$ cat config.mk
export PLATFORM = sky130hd
export DESIGN_NAME = axi_lite_irq_ctrl_flat
export DESIGN_NICKNAME = d
export VERILOG_FILES = /design/src/rtl/irqc_pkg.sv /design/src/rtl/axi_lite_irq_ctrl_if.sv /design/src/rtl/irqc_sync.sv /design/src/rtl/axi_lite_irq_ctrl.sv /design/src/flat_wrapper.sv
export SDC_FILE = /design/constraint.sdc
export NUM_CORES = 1
export LEC_CHECK = 0
export CORE_ASPECT_RATIO = 1.25
export CORE_MARGIN = 5
export CORE_UTILIZATION = 50
export CTS_CLUSTER_DIAMETER = 100
export DETAILED_ROUTE_END_ITERATION = 10
export PLACE_DENSITY = 0.95
export SLEW_MARGIN = 20
export SYNTH_ARGS = -nofsm -noshare
export SYNTH_HDL_FRONTEND = slang
export SYNTH_SLANG_ARGS = --single-unit
$ cat constraint.sdc
create_clock -name clk_i -period 7.3 [get_ports clk_i]
set_input_delay 0.73 -clock clk_i [delete_from_list [all_inputs] [get_ports clk_i]]
set_output_delay 0.73 -clock clk_i [all_outputs]
set_load 0.05 [all_outputs]
$ cat src/rtl/irqc_pkg.sv
// rtl/irqc_pkg.sv - shared register map, FSM state types and response codes for the interrupt controller
package irqc_pkg;

  localparam logic [31:0] IRQC_PENDING  = 32'h00;
  localparam logic [31:0] IRQC_ENABLE   = 32'h04;
  localparam logic [31:0] IRQC_STATUS   = 32'h08;
  localparam logic [31:0] IRQC_EDGE_SEL = 32'h0C;
  localparam logic [31:0] IRQC_ID       = 32'h10;

  localparam logic [1:0] RESP_OKAY   = 2'b00;
  localparam logic [1:0] RESP_SLVERR = 2'b10;

  typedef enum logic {W_IDLE, W_RESP} w_state_e;
  typedef enum logic {R_IDLE, R_DATA} r_state_e;

  typedef enum logic [2:0] {
    SEL_PENDING,
    SEL_ENABLE,
    SEL_STATUS,
    SEL_EDGE_SEL,
    SEL_ID,
    SEL_NONE
  } reg_sel_e;

  // Byte-lane bits [1:0] are masked off so any alignment within a word hits the register.
  function automatic reg_sel_e decode_addr(input logic [31:0] addr);
    logic [31:0] word;
    word = addr & 32'hFFFF_FFFC;
    case (word)
      IRQC_PENDING:  return SEL_PENDING;
      IRQC_ENABLE:   return SEL_ENABLE;
      IRQC_STATUS:   return SEL_STATUS;
      IRQC_EDGE_SEL: return SEL_EDGE_SEL;
      IRQC_ID:       return SEL_ID;
      default:       return SEL_NONE;
    endcase
  endfunction

endpackage

$ cat src/rtl/axi_lite_irq_ctrl_if.sv
// rtl/axi_lite_irq_ctrl_if.sv - AXI4-Lite bus bundle (AW/W/B/AR/R) with master and slave views
interface axi_lite_irq_ctrl_if #(
  parameter int ADDR_WIDTH = 32,
  parameter int DATA_WIDTH = 32
);

  logic [ADDR_WIDTH-1:0]   awaddr;
  logic                    awvalid;
  logic                    awready;
  logic [DATA_WIDTH-1:0]   wdata;
  logic [DATA_WIDTH/8-1:0] wstrb;
  logic                    wvalid;
  logic                    wready;
  logic [1:0]              bresp;
  logic                    bvalid;
  logic                    bready;
  logic [ADDR_WIDTH-1:0]   araddr;
  logic                    arvalid;
  logic                    arready;
  logic [DATA_WIDTH-1:0]   rdata;
  logic [1:0]              rresp;
  logic                    rvalid;
  logic                    rready;

  modport master (
    output awaddr, awvalid, wdata, wstrb, wvalid, bready, araddr, arvalid, rready,
    input  awready, wready, bresp, bvalid, arready, rdata, rresp, rvalid
  );

  modport slave (
    input  awaddr, awvalid, wdata, wstrb, wvalid, bready, araddr, arvalid, rready,
    output awready, wready, bresp, bvalid, arready, rdata, rresp, rvalid
  );

endinterface

$ cat src/rtl/irqc_sync.sv
// rtl/irqc_sync.sv - two-flop synchronizer bringing asynchronous interrupt lines into the core clock
module irqc_sync #(
  parameter int WIDTH = 8
) (
  input  logic             clk_i,
  input  logic             rst_i,
  input  logic [WIDTH-1:0] irq_async,
  output logic [WIDTH-1:0] irq_sync
);

  logic [WIDTH-1:0] meta;

  always_ff @(posedge clk_i or posedge rst_i) begin
    if (rst_i) begin
      meta     <= '0;
      irq_sync <= '0;
    end else begin
      meta     <= irq_async;
      irq_sync <= meta;
    end
  end

endmodule

$ cat src/rtl/axi_lite_irq_ctrl.sv
// rtl/axi_lite_irq_ctrl.sv - AXI4-Lite interrupt controller: pending/enable/edge-select registers,
// priority-encoded ID and one registered combined interrupt to the core.
module axi_lite_irq_ctrl
  import irqc_pkg::*;
#(
  parameter int NUM_IRQ    = 8,
  parameter int ADDR_WIDTH = 32,
  parameter int DATA_WIDTH = 32
) (
  input  logic                clk_i,
  input  logic                rst_i,
  axi_lite_irq_ctrl_if.slave  slave,
  input  logic [NUM_IRQ-1:0]  irq_i,
  output logic                irq_o
);

  localparam logic [DATA_WIDTH-1:0] IRQ_MASK = DATA_WIDTH'((64'd1 << NUM_IRQ) - 64'd1);

  logic [NUM_IRQ-1:0]      irq_s;
  logic [DATA_WIDTH-1:0]   irq_s_w, irq_prev, rise;
  logic [DATA_WIDTH-1:0]   pending, enable, edge_sel, status;
  logic [DATA_WIDTH-1:0]   pending_next, w1c;
  logic [5:0]              irq_id;

  w_state_e                w_state;
  r_state_e                r_state;
  logic                    aw_held, w_held;
  logic [ADDR_WIDTH-1:0]   aw_addr_q;
  logic [DATA_WIDTH-1:0]   wdata_q;
  logic [DATA_WIDTH/8-1:0] wstrb_q;
  logic                    aw_fire, w_fire, ar_fire, wr_en, wr_err, rd_err;
  logic [ADDR_WIDTH-1:0]   wr_addr;
  logic [DATA_WIDTH-1:0]   wr_data, wr_mask, rd_value;
  logic [DATA_WIDTH/8-1:0] wr_strb;
  reg_sel_e                wr_sel, rd_sel;

  irqc_sync #(.WIDTH(NUM_IRQ)) u_sync (
    .clk_i     (clk_i),
    .rst_i     (rst_i),
    .irq_async (irq_i),
    .irq_sync  (irq_s)
  );

  assign irq_s_w = DATA_WIDTH'(irq_s);
  assign rise    = irq_s_w & ~irq_prev;
  assign status  = pending & enable;

  always_comb begin
    irq_id = '0;
    for (int i = DATA_WIDTH - 1; i >= 0; i--) begin
      if (status[i]) irq_id = 6'(i + 1);
    end
  end

  // Whichever of AW/W arrived earlier comes from its holding register, the other straight off the bus.
  assign aw_fire = slave.awvalid && slave.awready;
  assign w_fire  = slave.wvalid && slave.wready;
  assign ar_fire = slave.arvalid && slave.arready;
  assign wr_addr = aw_held ? aw_addr_q : slave.awaddr;
  assign wr_data = w_held ? wdata_q : slave.wdata;
  assign wr_strb = w_held ? wstrb_q : slave.wstrb;
  assign wr_en   = (w_state == W_IDLE) && (aw_held || aw_fire) && (w_held || w_fire);
  assign wr_sel  = decode_addr(32'(wr_addr));
  assign wr_err  = (wr_sel == SEL_STATUS) || (wr_sel == SEL_ID) || (wr_sel == SEL_NONE);
  assign rd_sel  = decode_addr(32'(slave.araddr));
  assign rd_err  = (rd_sel == SEL_NONE);

  always_comb begin
    wr_mask = '0;
    for (int b = 0; b < DATA_WIDTH / 8; b++) begin
      wr_mask[b*8 +: 8] = {8{wr_strb[b]}};
    end
  end

  // A fresh rising edge beats a simultaneous W1C; level-mode bits simply mirror the synced line.
  assign w1c          = (wr_en && wr_sel == SEL_PENDING) ? (wr_data & wr_mask) : '0;
  assign pending_next = ((edge_sel & ((pending & ~w1c) | rise)) | (~edge_sel & irq_s_w)) & IRQ_MASK;

  always_comb begin
    case (rd_sel)
      SEL_PENDING:  rd_value = pending;
      SEL_ENABLE:   rd_value = enable;
      SEL_STATUS:   rd_value = status;
      SEL_EDGE_SEL: rd_value = edge_sel;
      SEL_ID:       rd_value = DATA_WIDTH'(irq_id);
      default:      rd_value = '0;
    endcase
  end

  always_ff @(posedge clk_i or posedge rst_i) begin
    if (rst_i) begin
      irq_prev <= '0;
      pending  <= '0;
      enable   <= '0;
      edge_sel <= '0;
      irq_o    <= 1'b0;
    end else begin
      irq_prev <= irq_s_w;
      pending  <= pending_next;
      irq_o    <= |status;
      if (wr_en && wr_sel == SEL_ENABLE)
        enable <= ((enable & ~wr_mask) | (wr_data & wr_mask)) & IRQ_MASK;
      if (wr_en && wr_sel == SEL_EDGE_SEL)
        edge_sel <= ((edge_sel & ~wr_mask) | (wr_data & wr_mask)) & IRQ_MASK;
    end
  end

  always_ff @(posedge clk_i or posedge rst_i) begin
    if (rst_i) begin
      w_state       <= W_IDLE;
      slave.awready <= 1'b0;
      slave.wready  <= 1'b0;
      slave.bvalid  <= 1'b0;
      slave.bresp   <= RESP_OKAY;
      aw_held       <= 1'b0;
      w_held        <= 1'b0;
      aw_addr_q     <= '0;
      wdata_q       <= '0;
      wstrb_q       <= '0;
    end else begin
      case (w_state)
        W_IDLE: begin
          if (aw_fire) begin
            aw_addr_q <= slave.awaddr;
            aw_held   <= 1'b1;
          end
          if (w_fire) begin
            wdata_q <= slave.wdata;
            wstrb_q <= slave.wstrb;
            w_held  <= 1'b1;
          end
          if (wr_en) begin
            aw_held       <= 1'b0;
            w_held        <= 1'b0;
            slave.awready <= 1'b0;
            slave.wready  <= 1'b0;
            slave.bvalid  <= 1'b1;
            slave.bresp   <= wr_err ? RESP_SLVERR : RESP_OKAY;
            w_state       <= W_RESP;
          end else begin
            slave.awready <= !(aw_held || aw_fire);
            slave.wready  <= !(w_held || w_fire);
          end
        end
        W_RESP: begin
          if (slave.bready) begin
            slave.bvalid  <= 1'b0;
            slave.awready <= 1'b1;
            slave.wready  <= 1'b1;
            w_state       <= W_IDLE;
          end
        end
        default: w_state <= W_IDLE;
      endcase
    end
  end

  always_ff @(posedge clk_i or posedge rst_i) begin
    if (rst_i) begin
      r_state       <= R_IDLE;
      slave.arready <= 1'b0;
      slave.rvalid  <= 1'b0;
      slave.rresp   <= RESP_OKAY;
      slave.rdata   <= '0;
    end else begin
      case (r_state)
        R_IDLE: begin
          if (ar_fire) begin
            slave.rdata   <= rd_value;
            slave.rresp   <= rd_err ? RESP_SLVERR : RESP_OKAY;
            slave.rvalid  <= 1'b1;
            slave.arready <= 1'b0;
            r_state       <= R_DATA;
          end else begin
            slave.arready <= 1'b1;
          end
        end
        R_DATA: begin
          if (slave.rready) begin
            slave.rvalid  <= 1'b0;
            slave.arready <= 1'b1;
            r_state       <= R_IDLE;
          end
        end
        default: r_state <= R_IDLE;
      endcase
    end
  end

endmodule

$ cat src/flat_wrapper.sv
// flat-port wrapper written by rule: the top's interface ports become plain ports
module axi_lite_irq_ctrl_flat import irqc_pkg::*;
#(
  parameter int NUM_IRQ    = 8,
  parameter int ADDR_WIDTH = 32,
  parameter int DATA_WIDTH = 32
)
  (clk_i, rst_i, irq_i, irq_o, slave_awaddr, slave_awvalid, slave_wdata, slave_wstrb, slave_wvalid, slave_bready, slave_araddr, slave_arvalid, slave_rready, slave_awready, slave_wready, slave_bresp, slave_bvalid, slave_arready, slave_rdata, slave_rresp, slave_rvalid);
  axi_lite_irq_ctrl_if #(.ADDR_WIDTH(ADDR_WIDTH), .DATA_WIDTH(DATA_WIDTH)) slave_i ();
  input  logic clk_i;
  input  logic rst_i;
  input  logic [NUM_IRQ-1:0] irq_i;
  output logic irq_o;
  input wire logic [$bits(slave_i.awaddr)-1:0] slave_awaddr;
  input wire logic [$bits(slave_i.awvalid)-1:0] slave_awvalid;
  input wire logic [$bits(slave_i.wdata)-1:0] slave_wdata;
  input wire logic [$bits(slave_i.wstrb)-1:0] slave_wstrb;
  input wire logic [$bits(slave_i.wvalid)-1:0] slave_wvalid;
  input wire logic [$bits(slave_i.bready)-1:0] slave_bready;
  input wire logic [$bits(slave_i.araddr)-1:0] slave_araddr;
  input wire logic [$bits(slave_i.arvalid)-1:0] slave_arvalid;
  input wire logic [$bits(slave_i.rready)-1:0] slave_rready;
  output wire logic [$bits(slave_i.awready)-1:0] slave_awready;
  output wire logic [$bits(slave_i.wready)-1:0] slave_wready;
  output wire logic [$bits(slave_i.bresp)-1:0] slave_bresp;
  output wire logic [$bits(slave_i.bvalid)-1:0] slave_bvalid;
  output wire logic [$bits(slave_i.arready)-1:0] slave_arready;
  output wire logic [$bits(slave_i.rdata)-1:0] slave_rdata;
  output wire logic [$bits(slave_i.rresp)-1:0] slave_rresp;
  output wire logic [$bits(slave_i.rvalid)-1:0] slave_rvalid;
  assign slave_i.awaddr = slave_awaddr;
  assign slave_i.awvalid = slave_awvalid;
  assign slave_i.wdata = slave_wdata;
  assign slave_i.wstrb = slave_wstrb;
  assign slave_i.wvalid = slave_wvalid;
  assign slave_i.bready = slave_bready;
  assign slave_i.araddr = slave_araddr;
  assign slave_i.arvalid = slave_arvalid;
  assign slave_i.rready = slave_rready;
  assign slave_awready = slave_i.awready;
  assign slave_wready = slave_i.wready;
  assign slave_bresp = slave_i.bresp;
  assign slave_bvalid = slave_i.bvalid;
  assign slave_arready = slave_i.arready;
  assign slave_rdata = slave_i.rdata;
  assign slave_rresp = slave_i.rresp;
  assign slave_rvalid = slave_i.rvalid;
  axi_lite_irq_ctrl #(.NUM_IRQ(NUM_IRQ), .ADDR_WIDTH(ADDR_WIDTH), .DATA_WIDTH(DATA_WIDTH)) u_core (.clk_i(clk_i), .rst_i(rst_i), .slave(slave_i), .irq_i(irq_i), .irq_o(irq_o));
endmodule
* After elaboration in Yosys (flattened, before gate mapping)
Cells that the tools add are included.
** Word-level totals
- Memories kept :: 0
- Output and inout port bits :: 42
- Memory bits (writable) :: 0
- Bits in read-only memories :: 0
- Word-level logic and storage cells :: 156
- Bits in latches :: 0
- Register bits after elaboration :: 135
- Bits of input ports :: 115
** Operators by class
- Eq/ne operators :: 22
- Div/mod/pow operators :: 0
- Reduce and logical (&&, ||, !) cells :: 29
- Multiplexer cells :: 65
- Bitwise gates (word level) :: 18
- $lt $le $gt $ge :: 0
- Multipliers :: 0
- Shifts and indexed selects :: 0
- $add $sub $neg :: 0
** Operators by type and width (number)
- $mux W6 :: 32
- $pmux W32 S5 :: 1
- $eq A30 B2 Y1 const B :: 4
- $and A8 B8 Y8 :: 8
- $logic_not A32 Y1 :: 2
- $eq A30 B1 Y1 const B :: 2
- $eq A30 B3 Y1 const B :: 2
- $mux W32 :: 1
- $not A8 Y8 :: 4
- $or A8 B8 Y8 :: 4
- $reduce_or A32 Y1 :: 1
- $pmux W3 S5 :: 2
- $mux W1 :: 18
- $mux W8 :: 2
- $reduce_and A2 Y1 :: 8
- $pmux W1 S2 :: 7
- $eq A3 B2 Y1 const B :: 4
- $eq A3 B3 Y1 const B :: 4
- $logic_and A1 B1 Y1 :: 8
- $eq A3 B1 Y1 const B :: 2
- $logic_not A3 Y1 :: 2
- $logic_or A1 B1 Y1 :: 4
- $mux W2 :: 2
- $ne A2 B1 Y1 const B :: 2
- 4 further kinds :: 8

* Longest topological paths before layout
Gate-level depths: netlist (run 1).
- Depth after elaboration :: 33
- Depth in mapped cells :: 6
- Depth with buffers taken out :: 5

* Modules after synthesis
A second synthesis (run 1) with hierarchy kept.
** Second synthesis, totals
- Cells, all modules :: 397
- Area total of the unflattened synthesis :: 4800.9 sq um
** Modules (own cells, without submodules)
- axi_lite_irq_ctrl :: cells each 380, times used 1, seq. area each 2277.2 sq um, area an instance 4396.7 sq um
- irqc_sync :: cells each 17, times used 1, seq. area each 400.4 sq um, area an instance 404.1 sq um

* Least setup slack after synthesis (run 1)
No wires, ideal clock.
- Kind :: register -> register
- From :: register u_core.aw_addr_q[13]
- To :: register with a tool-made name
- Required time :: 7175 ps
- Arrival :: 2096 ps
- Stages on the path, launching flop included :: 6
- Setup slack :: 5079 ps
- Cell sequence :: dfrtp_1 -> or4_1 -> or3_4 -> o41ai_4 -> nand4_4 -> mux2_2
** RTL lines
- start: declaration :: RTL line axi_lite_irq_ctrl.sv:28 : logic [ADDR_WIDTH-1:0] aw_addr_q;
- start signal: assignment :: RTL line axi_lite_irq_ctrl.sv:124 : aw_addr_q <= slave.awaddr;

* Worst setup path in the final report (run 1)
- From :: input slave_awaddr[18]
- To :: register u_core.pending[6]
** Between the ends
- Word-level cells in the longest chain between the ends :: 11
- Elaborated cells on any way between the ends :: 15
- Classes of those cells :: eq/ne: 4; mux: 3; bitwise: 5; reduce/logical: 3
** RTL lines
- start: declaration :: RTL line flat_wrapper.sv:14 : input wire logic [$bits(slave_i.awaddr)-1:0] slave_awaddr;
- $mux W32 * :: RTL line axi_lite_irq_ctrl.sv:59 : assign wr_addr = aw_held ? aw_addr_q : slave.awaddr;
- $eq A30 B3 Y1, or another cell as far along :: RTL line irqc_pkg.sv:29 : case (word)
- $pmux W3 S5 * :: RTL line irqc_pkg.sv:29
- $logic_not A3 Y1 * :: RTL line axi_lite_irq_ctrl.sv:76 : assign w1c = (wr_en && wr_sel == SEL_PENDING) ? (wr_data & wr_mask) : '0;
- $logic_and A1 B1 Y1 * :: RTL line axi_lite_irq_ctrl.sv:76
- $mux W8 * :: RTL line axi_lite_irq_ctrl.sv:76
- $not A8 Y8 * :: RTL line axi_lite_irq_ctrl.sv:77 : assign pending_next = ((edge_sel & ((pending & ~w1c) | rise)) | (~edge_sel & irq_s_w)) & IRQ_MASK;
- $and A8 B8 Y8 * :: RTL line axi_lite_irq_ctrl.sv:77
- $or A8 B8 Y8 * :: RTL line axi_lite_irq_ctrl.sv:77
- $and A8 B8 Y8 * :: RTL line axi_lite_irq_ctrl.sv:77
- $or A8 B8 Y8 * :: RTL line axi_lite_irq_ctrl.sv:77
- named net u_core.pending_next[6] :: RTL line axi_lite_irq_ctrl.sv:22 : logic [DATA_WIDTH-1:0] pending_next, w1c;
- end signal: assignment :: RTL line axi_lite_irq_ctrl.sv:99 : pending <= pending_next;
- end: declaration :: RTL line axi_lite_irq_ctrl.sv:21 : logic [DATA_WIDTH-1:0] pending, enable, edge_sel, status;
Mark *: on every way through the listed nets, which the timed path passes. The rest lies on a longest branch.
A chain may end at the register's enable or synchronous reset.

==> results of run 1 <==
==> power by group through the flow <==
stage | clock network [W] | logic, W | registers (W)
2_1_floorplan | 0 | 0.000316 | 0.000854
3_3_place_gp | 0 | 0.000447 | 0.000836
3_5_place_dp | 0 | 0.000468 | 0.000849
4_1_cts | 0.000485 | 0.000472 | 0.000839
5_1_grt | 0.000510 | 0.000506 | 0.000859
6_report | 0.000475 | 0.000465 | 0.000841
==> cell usage in the layout, fill, tap and decap left out, types with 5 or more instances in the layout <==
cell type,instances
sky130_fd_sc_hd__nor4_1,14
sky130_fd_sc_hd__clkdlybuf4s50_1,99
sky130_fd_sc_hd__nor2_1,26
sky130_fd_sc_hd__conb_1,26
sky130_fd_sc_hd__mux2_2,61
sky130_fd_sc_hd__dfrtp_1,107
sky130_fd_sc_hd__clkbuf_16,9
sky130_fd_sc_hd__nand4_1,5
sky130_fd_sc_hd__mux2i_1,7
sky130_fd_sc_hd__nand3_1,5
sky130_fd_sc_hd__a31oi_1,10
sky130_fd_sc_hd__a21oi_1,11
sky130_fd_sc_hd__a22oi_1,11
sky130_fd_sc_hd__o21ai_0,11
sky130_fd_sc_hd__nand2_1,42
sky130_fd_sc_hd__o22ai_1,5
sky130_fd_sc_hd__a2111oi_0,6
sky130_fd_sc_hd__inv_1,5
==> layout make-up <==
cell class              instances  area (µm²)  share of cell area [%]
multi-input cells             275        1900                    31.4
inverters                       6        25.0                   0.413
clock buffers                  10         239                    3.94
repair buffers                101        1010                    16.6
flip-flops and latches        107        2680                    44.2
well taps                     123         154                    2.54
clock inverters                 6        57.6                   0.949
==> cells by family after synthesis <==
family,Yosys count,synth area share [%]
mux,68,15.9
buf+inv,43,5.46
other cells,1,0.0790
compound gates,67,9.91
simple gates,114,12.2
flops,107,56.4
==> through the flow <==
| stage | total power [W] | cell area (µm²) | hold slack [ns] | instances | utilization, % |
|---|---|---|---|---|---|
| finish | 0.00178 | 6060 | 0.348 | 628 | 65.7 |
| global route | 0.00187 | 6060 | 0.350 | 628 | 65.7 |
| CTS | 0.00180 | 6060 | 0.347 | 628 | 65.7 |
| detailed placement | 0.00132 | 5770 | 0.336 | 612 | 62.5 |
| global placement | 0.00128 | 5770 | 0.332 | 612 | 62.5 |
| floorplan | 0.00117 | 4840 | 0.331 | 425 | - |
==> metal layers <==
metal  vias up  routed length, µm  global-route usage [%]
li1       1609                  -                       -
met1      1697               3940                    20.0
met2       131               5730                    34.4
met3        14                808                    5.96
met4         0                172                    5.36
met5         -                  0                       0
==> worst max-delay path by stage <==
stage	end	slack (ns)	cells after the start	startpoint
final	u_core.pending[6]$_DFF_PP0_	4.60	6	slave_awaddr[18]
after CTS	u_core.pending[6]$_DFF_PP0_	4.59	6	slave_awaddr[25]
after global routing	u_core.pending[6]$_DFF_PP0_	4.46	6	slave_awaddr[18]
after detailed placement	u_core.pending[6]$_DFF_PP0_	4.22	6	slave_awaddr[25]
after floorplan	asynchronous set/reset pin	3.75	1	rst_i
after global placement	u_core.pending[7]$_DFF_PP0_	4.34	6	slave_awaddr[25]
==> metrics.txt, run 1 <==
power share of the clock group=a little over a quarter; worst max-slew margin expressed relative to the limit=about two fifths; final-layout fill cell count=669; Port-buffer cells=about 100; Pwr per Cell Area=294 nW/µm²; routability congestion estimate=0.857; count of different cell masters after synthesis=39; initial detailed-routing violation count=138; total die area=11,600 µm²; share of cells above drive strength 1=16.8%; Post-CTS Repair Setup Buffers=0; via total after detailed routing=3,451; final HPWL from detailed placement=8120 µm; Worst-Margin Slew=0.888 ns; Yosys reg bits=about 110; cell accounting for the most synthesized area=sky130_fd_sc_hd__dfrtp_1; CP Cell Sequence=clkdlybuf4s50_1, nor4_1, nand4_1, a22oi_1, o2111a_1, a31oi_1; largest cells by area after synthesis=sky130_fd_sc_hd__dfrtp_1 (56%), sky130_fd_sc_hd__mux2_2 (14%), sky130_fd_sc_hd__buf_4 (4.1%); total clock sinks=107; type of the setup path with the least slack=in -> reg; worst-case setup margin in the final layout=4.60 ns; critical path startpoint category=primary input; final setup violation count=0; count of cells resized by post-cts repair=0; Primary FF master, synth=sky130_fd_sc_hd__dfrtp_1; number of standard cells after synthesis=400; hold buffers post-CTS=0; Final ANT Viol Nets=0; total inserted antenna cells=0; slowest stage cell, crit path=sky130_fd_sc_hd__o2111a_1; Bufs and invs on worst path=1; number of hold-slack violations in the final timing report=0; Syn-to-layout area delta=27.7%; leakage power=2.64 nW; Switching Share=around 32%; end of the worst register-to-register path=u_core.pending[6]$_DFF_PP0_; combinational share of power=26.1%; Die X-Extent=roughly 97 µm; final routed wirelength across all metal layers=about 11,000 µm; core area=9220 µm²; FF-to-FF Start=u_core.aw_addr_q[13]$_DFFE_PP0P_; EDFF count, synth=0; detailed-route vias per instance=5.50; dominant delay contributor by cell family on the critical path=compound AO/OA/AOI/OAI gates; later-pin clock latency in the skew report=roughly 0.34 ns; Setup TNS=0 ns; Worst path max stage delay=0.54 ns; most numerous cell types in the synthesized netlist=sky130_fd_sc_hd__dfrtp_1 (107), sky130_fd_sc_hd__mux2_2 (61), sky130_fd_sc_hd__nand2_1 (42); Max Fanout on Critical Path=8; arrival time reported for the critical path endpoint=2.90 ns; cell depth of the worst min-delay path=0; clock slew at the register clock pins of the worst setup and hold paths=0.08 ns; run status=finished clean; Fmax achieved=371 MHz; critical path required time=between 7 and 8 ns; worst reg-to-reg setup slack=4.77 ns; element type at the critical path end=flip-flop; number of clock buffers inserted by TritonCTS=9; initial antenna violation count=0; clock tree from TritonCTS=done; internal cell power=between 0.001 and 0.0015 W; Seq pwr share=between 40% and 50%; depth of the CTS H-tree=3; largest clock skew in the final design=0.00746 ns; GRT Total Usage=18.5%; Clock Root Buffer=sky130_fd_sc_hd__clkbuf_16; Warnings, synthesis=0; number of maximum-capacitance constraint violations=0; source of the worst hold timing path=u_core.u_sync.meta[2]$_DFF_PP0_; Hold Path Sink=u_core.u_sync.irq_sync[2]$_DFF_PP0_; row cnt=39; combined area of all synthesized cells=4750 µm²; final worst path period share=37.0%; number of top-level pins=157; sequential cell area fraction in the yosys report=56.4%; Starting Density=51.5%; global route overflow=0; wire length of the first global-routing pass=17,600 µm; switching power summed over all nets=about 0.00057 W; synthesized area divided by synthesized cell count=11.9 µm²; worst min-delay path class=reg -> reg; final period demand of the worst path=approximately 2.7 ns; layout net count=615; Yosys top cell area share=about 56%; Residual DRC=0; worst-case vdd ir drop=0.205 mV; detailed-routing iteration count for the pre-antenna-repair pass=4; setup repair after global routing missed its margin=no; average wire per cell in the routed design=17.0 µm; cell with the most instances after synthesis=sky130_fd_sc_hd__dfrtp_1; Final Max Slew Viols=0; Worst R2R Path Depth=5; buffer depth of the longest clock path=2; fraction of registers with async set/reset=100%; vias in the first global route=3,697; pin count of the biggest net entering global routing=75; worst setup slack after placement=4.22 ns; die span in y=roughly 120 µm
(Power assumes the default switching activity.)
==> run 2, diff against run 1 <==
- CORE_UTILIZATION: 50 -> 46
- PLACE_DENSITY: 0.95 -> 0.91
- clock period: 7.3 -> 2.7 ns (I/O delays scaled with it)
==> run 2 against run 1 <==
Net effect:
- clock skew up 0.0010 ns
- highest routed layer unchanged
- non-clock buffer count up 7
- sequential power rose to 2.7 times the previous value
==> metrics.txt, run 2 (synthesis results as in run 1) <==
number of hold-slack violations in the final timing report=0 (unchanged); Fmax achieved=~400 MHz; core area=10,100 µm² (+9.6%); final period demand of the worst path=2.53 ns; total instance count after detailed placement=625 (+2.1%); largest clock skew in the final design=0.00849 ns (+0.00103 ns); detailed-routing iteration count for the pre-antenna-repair pass=4 (unchanged); GRT Total Usage=17.4% (-1.1 points); initial antenna violation count=0 (unchanged); Worst-Margin Slew=0.789 ns (-0.0982 ns); Final ANT Viol Nets=0 (unchanged); final cell area excluding filler cells=6150 µm² (+1.4%); end of the worst register-to-register path=u_core.pending[4]$_DFF_PP0_; share of cells above drive strength 1=17.4% (+0.55 points); instance area after placement=5850 µm² (+1.5%); sequential standard cell area=2680 µm² (unchanged); final worst path period share=about 94%; Post-CTS Repair Setup Buffers=0 (unchanged); utilization of the core after routing=60.9% (-4.9 points); vias in the first global route=3,639 (-1.6%); commonest non-fill, non-tap cell in the layout=sky130_fd_sc_hd__dfrtp_1; number of maximum-capacitance constraint violations=0 (unchanged); via total after detailed routing=3,479 (+0.81%); Port-buffer cells=99 (unchanged); Final Max Slew Viols=0 (unchanged); leading cell types in the layout, fill and taps excluded=sky130_fd_sc_hd__dfrtp_1 (107), sky130_fd_sc_hd__clkdlybuf4s50_1 (99), sky130_fd_sc_hd__mux2_2 (61), sky130_fd_sc_hd__nand2_1 (42); average wire per cell in the routed design=16.6 µm (-1.9%); clock slew at the register clock pins of the worst setup and hold paths=0.07 ns (about the same); type of the setup path with the least slack=reg -> reg; die span in y=124 µm (+3.9%); worst max-slew margin expressed relative to the limit=46.9% (+6.1 points); setup repair after global routing missed its margin=no; worst min-delay path class=reg -> reg; number of clock buffers inserted by TritonCTS=9 (unchanged); layout net count=622 (+1.1%); Clock Root Buffer=sky130_fd_sc_hd__clkbuf_16; post-route worst hold slack=0.343 ns (-0.00483 ns); cell depth of the worst min-delay path=0 (unchanged); worst-case vdd ir drop=0.429 mV (+110%); final-layout fill cell count=794 (+19%); count of cells resized by post-cts repair=0 (unchanged); critical path startpoint category=flip-flop; Setup TNS=0 ns (unchanged); detailed-route vias per instance=5.43 (-1.2%); final routed wirelength across all metal layers=10,700 µm (about the same); Syn-to-layout area delta=29.6%; final HPWL from detailed placement=8220 µm (+1.2%); Pwr per Cell Area=790 nW/µm² (+170%); depth of the CTS H-tree=3 (unchanged); source of the worst hold timing path=u_core.u_sync.meta[7]$_DFF_PP0_; Final Instance Count excl. Fillers=641 (+2.1%); number of top-level pins=157 (unchanged); clock tree from TritonCTS=done; final setup violation count=0 (unchanged); Starting Density=47.0% (-4.5 points); later-pin clock latency in the skew report=0.34 ns (about the same); routability congestion estimate=0.850 (-0.77%); buffer depth of the longest clock path=2 (unchanged); row cnt=41 (+5.1%); Die X-Extent=101 µm (+3.8%); Max Fanout on Critical Path=8 (unchanged); total inserted antenna cells=0 (unchanged); total clock sinks=107 (unchanged); FF-to-FF Start=u_core.aw_addr_q[13]$_DFFE_PP0P_; area of the multi-input gates=1900 µm² (unchanged); wire length of the first global-routing pass=17,000 µm (-3.2%); total die area=12,500 µm² (+7.9%); hold buffers post-CTS=0 (unchanged); Hold Path Sink=u_core.u_sync.irq_sync[7]$_DFF_PP0_; arrival time reported for the critical path endpoint=2.72 ns (-0.18 ns); Residual DRC=0 (unchanged); element type at the critical path end=flip-flop; Worst R2R Path Depth=5 (unchanged); leakage power=2.68 nW (+1.4%); run status=finished clean; global route overflow=0 (unchanged); critical path required time=2.89 ns (-4.61 ns); initial detailed-routing violation count=118 (-14%); worst reg-to-reg setup slack=0.17 ns (-4.60 ns); pin count of the biggest net entering global routing=40 (-47%)
[run 2: cell types whose count changed in the layout (fill, tap and decap cells not counted)]
cell / before / now
sky130_fd_sc_hd__buf_12: 0 / 2
sky130_fd_sc_hd__buf_4: 2 / 7
sky130_fd_sc_hd__bufinv_16: 0 / 1
sky130_fd_sc_hd__clkbuf_1: 0 / 3
sky130_fd_sc_hd__clkinv_4: 3 / 2
sky130_fd_sc_hd__clkinvlp_4: 0 / 1
sky130_fd_sc_hd__inv_4: 1 / 0
sky130_fd_sc_hd__inv_6: 1 / 0
sky130_fd_sc_hd__inv_8: 2 / 0
[run 2: worst max-delay path by stage]
stage / startpoint / endpoint / slack [ns] / cells after the start
global placement: u_core.aw_addr_q[13]$_DFFE_PP0P_ / u_core.pending[7]$_DFF_PP0_ / 0.24 / 5
floorplan: u_core.aw_addr_q[13]$_DFFE_PP0P_ / flip-flop / 0.48 / 5
global route: u_core.aw_addr_q[13]$_DFFE_PP0P_ / u_core.pending[4]$_DFF_PP0_ / 0.09 / 5
CTS: u_core.aw_addr_q[13]$_DFFE_PP0P_ / u_core.pending[4]$_DFF_PP0_ / 0.17 / 5
detailed placement: u_core.aw_addr_q[13]$_DFFE_PP0P_ / u_core.pending[4]$_DFF_PP0_ / 0.19 / 5
finish: u_core.aw_addr_q[13]$_DFFE_PP0P_ / u_core.pending[4]$_DFF_PP0_ / 0.17 / 5
[run 2: layer usage]
layer  up-vias  wire (µm)  GRT usage [%]
met5         -          0              0
met4         0         97           5.14
met3        10        822           5.43
met2       129       5670           31.8
met1      1719       4070           19.3
li1       1621          -              -
[run 2: final cells by class]
cell class	count	share of cell area, %
clock inverter	3	0.773
sequential	107	43.5
inverter	6	0.427
multi-input combinational	275	31.0
timing repair buffer	108	17.6
tap	129	2.62
clock buffer	13	4.07
[run 2: through the flow]
stage	setup WS [ns]	power, W
2_1_floorplan	0.479	0.00317
3_3_place_gp	0.236	0.00351
3_5_place_dp	0.194	0.00361
4_1_cts	0.166	0.00491
5_1_grt	0.0919	0.00512
6_report	0.173	0.00486
[run 2: critical path, stage by stage, from the launching register on]
cell                       delay, ns
sky130_fd_sc_hd__dfrtp_1        0.38
sky130_fd_sc_hd__or4_1          0.52
sky130_fd_sc_hd__or3_4          0.35
sky130_fd_sc_hd__o41ai_4        0.44
sky130_fd_sc_hd__o2111a_1       0.51
sky130_fd_sc_hd__a31oi_1        0.17
[run 2: report_power, final]
group          internal, W  switching, W  leakage [nW]
sequential         0.00199      0.000268          1.30
combinational     0.000643      0.000671          1.23
clock             0.000749      0.000541         0.144
total              0.00338       0.00148          2.68
